File: config.mk
export PLATFORM = sky130hd
export DESIGN_NAME = weight_loader_flat
export DESIGN_NICKNAME = d
export VERILOG_FILES = /design/src/rtl/weight_loader_pkg.sv /design/src/rtl/weight_loader_if.sv /design/src/rtl/weight_loader.sv /design/src/flat_wrapper.sv
export SDC_FILE = /design/constraint.sdc
export NUM_CORES = 1
export LEC_CHECK = 0
export ABC_CLOCK_PERIOD_IN_PS = 3900
export CAP_MARGIN = 5
export CORE_MARGIN = 8
export CORE_UTILIZATION = 58
export CTS_CLUSTER_DIAMETER = 80
export CTS_CLUSTER_SIZE = 10
export DETAILED_ROUTE_END_ITERATION = 16
export GPL_TIMING_DRIVEN = 0
export PLACE_DENSITY = 0.85
export SETUP_SLACK_MARGIN = 0.05
export SKIP_LAST_GASP = 1
export SLEW_MARGIN = 20
export SYNTH_ARGS = -nofsm -noshare
export SYNTH_HDL_FRONTEND = slang
export SYNTH_SLANG_ARGS = --single-unit
File: constraint.sdc
create_clock -name clk -period 3.9 [get_ports clk]
set_input_delay 0.78 -clock clk [delete_from_list [all_inputs] [get_ports clk]]
set_output_delay 0.78 -clock clk [all_outputs]
set_load 0.1 [all_outputs]
File: src/rtl/weight_loader_pkg.sv
// rtl/weight_loader_pkg.sv - shared state encoding and header field positions for weight_loader
package weight_loader_pkg;

    typedef enum logic [2:0] {
        IDLE = 3'd0,
        LOAD = 3'd1,
        SKIP = 3'd2,
        DONE = 3'd3,
        ERR  = 3'd4
    } wl_state_t;

    localparam int LAYER_MSB  = 31;
    localparam int LAYER_LSB  = 24;
    localparam int NEURON_MSB = 23;
    localparam int NEURON_LSB = 16;
    localparam int COUNT_MSB  = 15;
    localparam int COUNT_LSB  = 0;
    localparam int COUNT_W    = COUNT_MSB - COUNT_LSB + 1;

endpackage

File: src/rtl/weight_loader_if.sv
// rtl/weight_loader_if.sv - configuration word stream (valid/ready, 32-bit data)
interface weight_loader_if;

    logic        cfg_valid;
    logic        cfg_ready;
    logic [31:0] cfg_data;

    modport master (output cfg_valid, output cfg_data, input cfg_ready);
    modport slave  (input cfg_valid, input cfg_data, output cfg_ready);

endinterface

File: src/rtl/weight_loader.sv
// rtl/weight_loader.sv - filters a header+weights stream for one layer and drives the neuron weight-memory write port
module weight_loader
    import weight_loader_pkg::*;
#(
    parameter int layerNo      = 0,
    parameter int numNeuron    = 30,
    parameter int numWeight    = 784,
    parameter int addressWidth = 10,
    parameter int dataWidth    = 16,
    parameter int neuronWidth  = 5
) (
    input  logic                    clk,
    input  logic                    rst_n,
    weight_loader_if.slave          cfg,
    output logic                    wen,
    output logic [addressWidth-1:0] wadd,
    output logic [dataWidth-1:0]    win,
    output logic [neuronWidth-1:0]  wneuron,
    output logic                    busy,
    output logic                    done,
    output logic                    err
);

    localparam int AW1 = addressWidth + 1;

    wl_state_t              state, state_n;
    logic [AW1-1:0]         addr, addr_n;
    logic [COUNT_W-1:0]     count, count_n;
    logic [COUNT_W-1:0]     remaining, remaining_n;
    logic                   rejected, rejected_n;
    logic [neuronWidth-1:0] neuron, neuron_n;
    logic                   ready_q;
    logic                   xfer;

    logic [7:0]             hdr_layer;
    logic [7:0]             hdr_neuron;
    logic [COUNT_W-1:0]     hdr_count;
    logic                   hdr_ok;

    assign hdr_layer  = cfg.cfg_data[LAYER_MSB:LAYER_LSB];
    assign hdr_neuron = cfg.cfg_data[NEURON_MSB:NEURON_LSB];
    assign hdr_count  = cfg.cfg_data[COUNT_MSB:COUNT_LSB];
    assign hdr_ok     = (32'(hdr_neuron) < 32'(numNeuron)) && (hdr_count != '0)
                        && (32'(hdr_count) <= 32'(numWeight));

    assign xfer          = cfg.cfg_valid && ready_q;
    assign cfg.cfg_ready = ready_q;
    assign busy          = (state == LOAD) || (state == SKIP);
    assign done          = (state == DONE);
    assign err           = (state == ERR);

    always_comb begin
        state_n     = state;
        addr_n      = addr;
        count_n     = count;
        remaining_n = remaining;
        rejected_n  = rejected;
        neuron_n    = neuron;
        case (state)
            IDLE: begin
                if (xfer) begin
                    if (hdr_layer == 8'(layerNo)) begin
                        if (hdr_ok) begin
                            state_n  = LOAD;
                            neuron_n = hdr_neuron[neuronWidth-1:0];
                            count_n  = hdr_count;
                            addr_n   = '0;
                        end else if (hdr_count == '0) begin
                            state_n = ERR;
                        end else begin
                            state_n     = SKIP;
                            remaining_n = hdr_count;
                            rejected_n  = 1'b1;
                        end
                    end else if (hdr_count != '0) begin
                        // Foreign blocks are drained silently so the stream stays aligned.
                        state_n     = SKIP;
                        remaining_n = hdr_count;
                        rejected_n  = 1'b0;
                    end
                end
            end
            LOAD: begin
                if (xfer) begin
                    addr_n = addr + 1'b1;
                    if (COUNT_W'(addr) == count - 1'b1) begin
                        state_n = DONE;
                    end
                end
            end
            SKIP: begin
                if (xfer) begin
                    remaining_n = remaining - 1'b1;
                    if (remaining == COUNT_W'(1)) begin
                        state_n = rejected ? ERR : IDLE;
                    end
                end
            end
            DONE:    state_n = IDLE;
            ERR:     state_n = IDLE;
            default: state_n = IDLE;
        endcase
    end

    always_ff @(posedge clk or negedge rst_n) begin
        if (!rst_n) begin
            state     <= IDLE;
            addr      <= '0;
            count     <= '0;
            remaining <= '0;
            rejected  <= 1'b0;
            neuron    <= '0;
            ready_q   <= 1'b0;
        end else begin
            state     <= state_n;
            addr      <= addr_n;
            count     <= count_n;
            remaining <= remaining_n;
            rejected  <= rejected_n;
            neuron    <= neuron_n;
            // Registered so ready is low during reset yet always equals "state accepts words".
            ready_q   <= (state_n == IDLE) || (state_n == LOAD) || (state_n == SKIP);
        end
    end

    always_ff @(posedge clk or negedge rst_n) begin
        if (!rst_n) begin
            wen     <= 1'b0;
            wadd    <= '0;
            win     <= '0;
            wneuron <= '0;
        end else begin
            wen <= (state == LOAD) && xfer;
            if ((state == LOAD) && xfer) begin
                wadd    <= addr[addressWidth-1:0];
                win     <= cfg.cfg_data[dataWidth-1:0];
                wneuron <= neuron;
            end
        end
    end

endmodule

File: src/flat_wrapper.sv
// flat-port wrapper written by rule: the top's interface ports become plain ports
module weight_loader_flat import weight_loader_pkg::*;
#(
    parameter int layerNo      = 0,
    parameter int numNeuron    = 30,
    parameter int numWeight    = 784,
    parameter int addressWidth = 10,
    parameter int dataWidth    = 16,
    parameter int neuronWidth  = 5
)
  (clk, rst_n, wen, wadd, win, wneuron, busy, done, err, cfg_cfg_valid, cfg_cfg_data, cfg_cfg_ready);
  weight_loader_if cfg_i ();
  input  logic clk;
  input  logic rst_n;
  output logic wen;
  output logic [addressWidth-1:0] wadd;
  output logic [dataWidth-1:0] win;
  output logic [neuronWidth-1:0] wneuron;
  output logic busy;
  output logic done;
  output logic err;
  input wire logic [$bits(cfg_i.cfg_valid)-1:0] cfg_cfg_valid;
  input wire logic [$bits(cfg_i.cfg_data)-1:0] cfg_cfg_data;
  output wire logic [$bits(cfg_i.cfg_ready)-1:0] cfg_cfg_ready;
  assign cfg_i.cfg_valid = cfg_cfg_valid;
  assign cfg_i.cfg_data = cfg_cfg_data;
  assign cfg_cfg_ready = cfg_i.cfg_ready;
  weight_loader #(.layerNo(layerNo), .numNeuron(numNeuron), .numWeight(numWeight), .addressWidth(addressWidth), .dataWidth(dataWidth), .neuronWidth(neuronWidth)) u_core (.clk(clk), .rst_n(rst_n), .cfg(cfg_i), .wen(wen), .wadd(wadd), .win(win), .wneuron(wneuron), .busy(busy), .done(done), .err(err));
endmodule
After elaboration in Yosys (flattened, before gate mapping)

Cells that the tools add are included.
W data, S select, Z words.

Bits in registers: 85
Output and inout port bits: 36

Add/subtract/negate cells: 3
Mux-type cells: 27
Equal/unequal tests: 18
Reductions and logical operators: 19
Magnitude comparators: 2

Operator list:

| operator                | number |
|---|---|
| $mux W16                | 6 |
| $mux W11                | 4 |
| $pmux W16 S2            | 1 |
| $sub A16 B1 Y16 const B | 2 |
| $mux W3                 | 10 |
| $pmux W11 S2            | 1 |
| $eq A11 B16 Y1          | 1 |
| $eq A16 B1 Y1 const B   | 1 |
| $le A16 B10 Y1 const B  | 1 |
| $logic_not A16 Y1       | 1 |
| $reduce_bool A16 Y1     | 1 |
| $add A11 B1 Y11 const B | 1 |
| $ne A2 B1 Y1 const B    | 5 |
| $reduce_and A5 Y1       | 2 |
| $eq A3 B2 Y1 const B    | 3 |
| $pmux W3 S3             | 1 |
| $logic_not A8 Y1        | 1 |
| $lt A8 B5 Y1 const B    | 1 |
| $eq A3 B1 Y1 const B    | 2 |
| $logic_not A3 Y1        | 2 |
| $ne A3 B3 Y1 const B    | 2 |
| $reduce_and A6 Y1       | 1 |
| $reduce_bool A2 Y1      | 3 |
| $logic_and A1 B1 Y1     | 4 |
| other kinds (6)         | 12 |

Depth between registers and ports, before layout

Depth in word-level cells: 10
Mapped depth: 9
Mapped depth without buffers: 8

Least setup slack after synthesis

Ideal clock, no wire load.

Path kind: flip-flop to output port
Start: register u_core.state[1]
End: output err
Data required time: 3.120 ns
Stages on the path, launching flop included: 4
Data arrival time: 3.058 ns
Buffers on the path: 2
Setup slack: 0.062 ns
Path through: dfrtp_1 > clkbuf_1 > clkbuf_1 > nor3b_1

Cells in the longest elaborated chain, start to end: 1

RTL lines:

| element                | RTL line             | RTL |
|---|---|---|
| from (decl)            | weight_loader.sv:26  | `wl_state_t state, state_n;` |
| from (signal assigned) | weight_loader.sv:115 | `state <= state_n;` |
| $eq A3 B3 Y1           | weight_loader.sv:50  | `assign err = (state == ERR);` |
| to (decl)              | flat_wrapper.sv:21   | `output logic err;` |

Every way passes these cells.

Worst setup path in the final report

Same ends and word-level chain as after synthesis.

==> impl_metrics.env <==
export IMPL_yosys_area_share_simple_pct=26.0
export IMPL_yosysUniqueCellTypes=63
export IMPL_cts_sinks=85
export IMPL_path_max_fanout=10
export IMPL_nNetsFinal=616
export IMPL_ys_async_sr_fraction_pct=100
export IMPL_multi_input_area_um2=2260
export IMPL_path_delay_family="buffers and inverters"
export IMPL_yosys_most_used_dff="dfrtp_1"
export IMPL_synth_top_area_share_pct=46.8
export IMPL_detail_route_wl_per_cell_um=18.0
export IMPL_routed_wl_um=12300
export IMPL_dp_cells=668
export IMPL_synth_common_cells="nand2_1 (115), dfrtp_1 (85), nor2_1 (27)"
export IMPL_muxShareOfSynthArea_pct=4.84
export IMPL_drc=0
export IMPL_synth_avg_cell_area_um2=9.19
export IMPL_crit_buf_inv=3
export IMPL_register_area_um2=2130
export IMPL_outcome="finished clean"
export IMPL_r2r_slack_ns=1.24
export IMPL_synthXorXnorAreaFrac_pct=2.89
export IMPL_die_h_um=105
export IMPL_syn_area_um2=4550
export IMPL_r2r_start="u_core.state[0]"
export IMPL_grt_pass1_vias=4101
export IMPL_cts_tree="done"
export IMPL_fin_ws_ns=0.299
export IMPL_crit_top_cell="clkbuf_1"
export IMPL_cts_root_buf="clkbuf_8"
export IMPL_finalCriticalPeriod_ns=3.60
export IMPL_cts_inserted_buffers=9
export IMPL_combPwrFrac_pct=29.1
export IMPL_synth_area_top_cells="dfrtp_1 (47%), nand2_1 (9.5%), mux2_2 (2.5%)"
export IMPL_area_growth_syn_to_layout_pct=22.9
export IMPL_die_x_um=105
export IMPL_cp_slowest_stage_delay_ns=1.17
export IMPL_cellPowerDensity_nw_per_um2=401
export IMPL_drive_gt1_share_pct=11.5
export IMPL_rsz0062_at_grt="no"
export IMPL_r2r_cells=9
export IMPL_die_area_um2=10900
export IMPL_clockPowerShare_pct=26.8
export IMPL_synthAdderAreaFrac_pct=1.10
export IMPL_ctsHtreeMaxLevel=3
export IMPL_path_clk_slew_ns=0.10
export IMPL_syn_inst=495
export IMPL_core_um2=7650
export IMPL_worstHoldPathType="in -> async"
export IMPL_synth_compound_area_share_pct=14.7
export IMPL_startpoint_type="flop"
export IMPL_slowest_stage="clkdlybuf4s50_1"
export IMPL_synth_top_cell_by_area="dfrtp_1"
export IMPL_viasPerCell=6.00
export IMPL_synth_edf_count=0
export IMPL_preCtsSetupSlack_ns=0.471
export IMPL_skew_ns=0.00750
export IMPL_p_seq_share_pct=44.1
export IMPL_dp_hpwl_um=9220
export IMPL_synth_fp_nets=534
export IMPL_max_cap_viol_count=0
export IMPL_final_core_util_pct=73.1
export IMPL_drtIter0Drc=260
export IMPL_cp_arrival_ns=2.82
export IMPL_ctsHoldBuffers=0
export IMPL_required_ns=3.12
export IMPL_synth_seq_area_share_pct=46.8
export IMPL_rows=32
export IMPL_finalPower_mw=2.24
export IMPL_antenna_cells=0
export IMPL_p_leak_nw=2.48
export IMPL_clkLatencyLatePin_ns=0.36
export IMPL_overflow=0
export IMPL_antenna_found_initial=0
export IMPL_crit_chain="clkbuf_1 -> clkbuf_1 -> nor3b_1 -> clkdlybuf4s50_1"
export IMPL_place_congestion=0.924
export IMPL_end_kind="output port"
export IMPL_final_max_slew_viol_count=0
export IMPL_groute_usage_overall_pct=23.0
export IMPL_dr_pass1_iters=4
export IMPL_ys_warn_count=0
export IMPL_hold_viol=0
export IMPL_fin_crit_sh_pct=92.3
export IMPL_post_cts_buffers=0
export IMPL_synth_top_family_by_area="simple AND/OR/NAND/NOR gates"
export IMPL_grt_max_degree=53
export IMPL_start_util_pct=59.5
export IMPL_clk_path_buf_depth=2
export IMPL_portBuffers=70
export IMPL_grt_pass1_wl_um=20500
export IMPL_io_pins=71
export IMPL_fillers=571
export IMPL_max_freq_mhz=278
export IMPL_r2r_end="u_core.state[1]"
export IMPL_slew_headroom_pct=31.6
export IMPL_ys_seq_elements=85
export IMPL_power_share_switching_pct=39.1
export IMPL_ant_nets=0
export IMPL_vias=4106
export IMPL_p_int_mw=1.37
export IMPL_worstMarginPinSlew_ns=1.02
export IMPL_fin_cells=684
export IMPL_criticalPathCategory="reg -> out"
export IMPL_synth_most_common_cell="nand2_1"
export IMPL_tns_ns=0
export IMPL_setup_viol=0
export IMPL_switchingPower_mw=0.876
export IMPL_max_vdd_ir_drop_v=0.000324
stage by stage:
| stage | hold WS (ns) | instance area [µm²] |
|---|---|---|
| CTS | 0.370 | 5590 |
| detailed placement | 0.453 | 5400 |
| finish | 0.362 | 5590 |
| floorplan | 0.435 | 4550 |
| global placement | 0.443 | 5380 |
| global route | 0.386 | 5590 |
per-layer routing:
layer  part of all wire (%)  global-route usage (%)
met1                     43                    29.0
met2                     48                    38.3
met3                    6.5                    4.18
met4                    2.5                    8.79
met5                      0                       0
cell usage in the layout (no fill, tap or decap), types with 3 or more instances in the layout:
| cell | n |
|---|---|
| buf_1 | 5 |
| nor3b_1 | 5 |
| buf_2 | 7 |
| a31oi_1 | 16 |
| inv_6 | 3 |
| xnor2_1 | 9 |
| a21oi_2 | 11 |
| nor3_1 | 12 |
| inv_1 | 8 |
| nor4_1 | 10 |
| nand2b_1 | 8 |
| ha_1 | 4 |
| clkbuf_1 | 14 |
| o41ai_1 | 3 |
| o21ai_0 | 19 |
| mux2i_1 | 4 |
| nand4_1 | 5 |
| or4_1 | 3 |
| or3_1 | 3 |
| a21oi_1 | 20 |
| nand3_1 | 20 |
| o31ai_1 | 8 |
| nand2_1 | 115 |
| mux2_2 | 10 |
| mux2_1 | 6 |
| xor2_1 | 6 |
| dfrtp_1 | 85 |
| and2_1 | 8 |
| clkbuf_8 | 9 |
| clkdlybuf4s50_1 | 67 |
| nor2_1 | 27 |
registers in the layout, indices dropped and copies added (netlist names):
| register | flops |
|---|---|
| u_core.wen | 1 |
| u_core.win | 16 |
| u_core.wadd | 10 |
| u_core.count | 16 |
| u_core.wneuron | 5 |
| u_core.addr | 11 |
| u_core.neuron | 5 |
| u_core.state | 3 |
| u_core.cfg.cfg_ready | 1 |
| u_core.remaining | 16 |
| u_core.rejected | 1 |
how the worst max path moves through the flow:
stage                    start                to  slack, ns  cells after the start
2_1_floorplan  u_core.state[1]               err       0.06                      3
3_3_place_gp             rst_n  u_core.count[11]      -0.95                      1
3_5_place_dp   u_core.state[1]              busy       0.47                      5
4_1_cts        u_core.state[1]              busy       0.08                      5
5_1_grt        u_core.state[1]               err       0.18                      4
6_report       u_core.state[1]               err       0.30                      4
kinds of logic after synthesis:
| logic type | after synthesis |
|---|---|
| simple gates | 236 |
| compound gates | 98 |
| xor+xnor | 15 |
| buf+inv | 37 |
| fa+ha+maj | 4 |
| flops | 85 |
| mux | 20 |
timing repair:
action,4_1_cts,5_1_grt
endpoints found under the setup margin,0,2
endpoints found under the hold margin,0,0
resized for setup,0,2
layout make-up:
type / count / area share, %
Clock inverter: 7 / 1.10
Timing Repair Buffer: 71 / 13.1
Inverter: 8 / 0.537
Buffer: 29 / 2.39
Clock buffer: 9 / 2.22
Multi-Input combinational cell: 373 / 40.4
Tap cell: 102 / 2.28
Sequential cell: 85 / 38.0
power groups by stage:
| stage | logic, mW | clock network (mW) | registers (mW) |
|---|---|---|---|
| final | 0.653 | 0.601 | 0.988 |
| after global routing | 0.693 | 0.640 | 0.996 |
| after CTS | 0.655 | 0.606 | 0.989 |
| after detailed placement | 0.653 | 0 | 1.01 |
| after global placement | 0.637 | 0 | 1.00 |
| after floorplan | 0.174 | 0 | 1.28 |
Power figures use the tool's default switching activity.
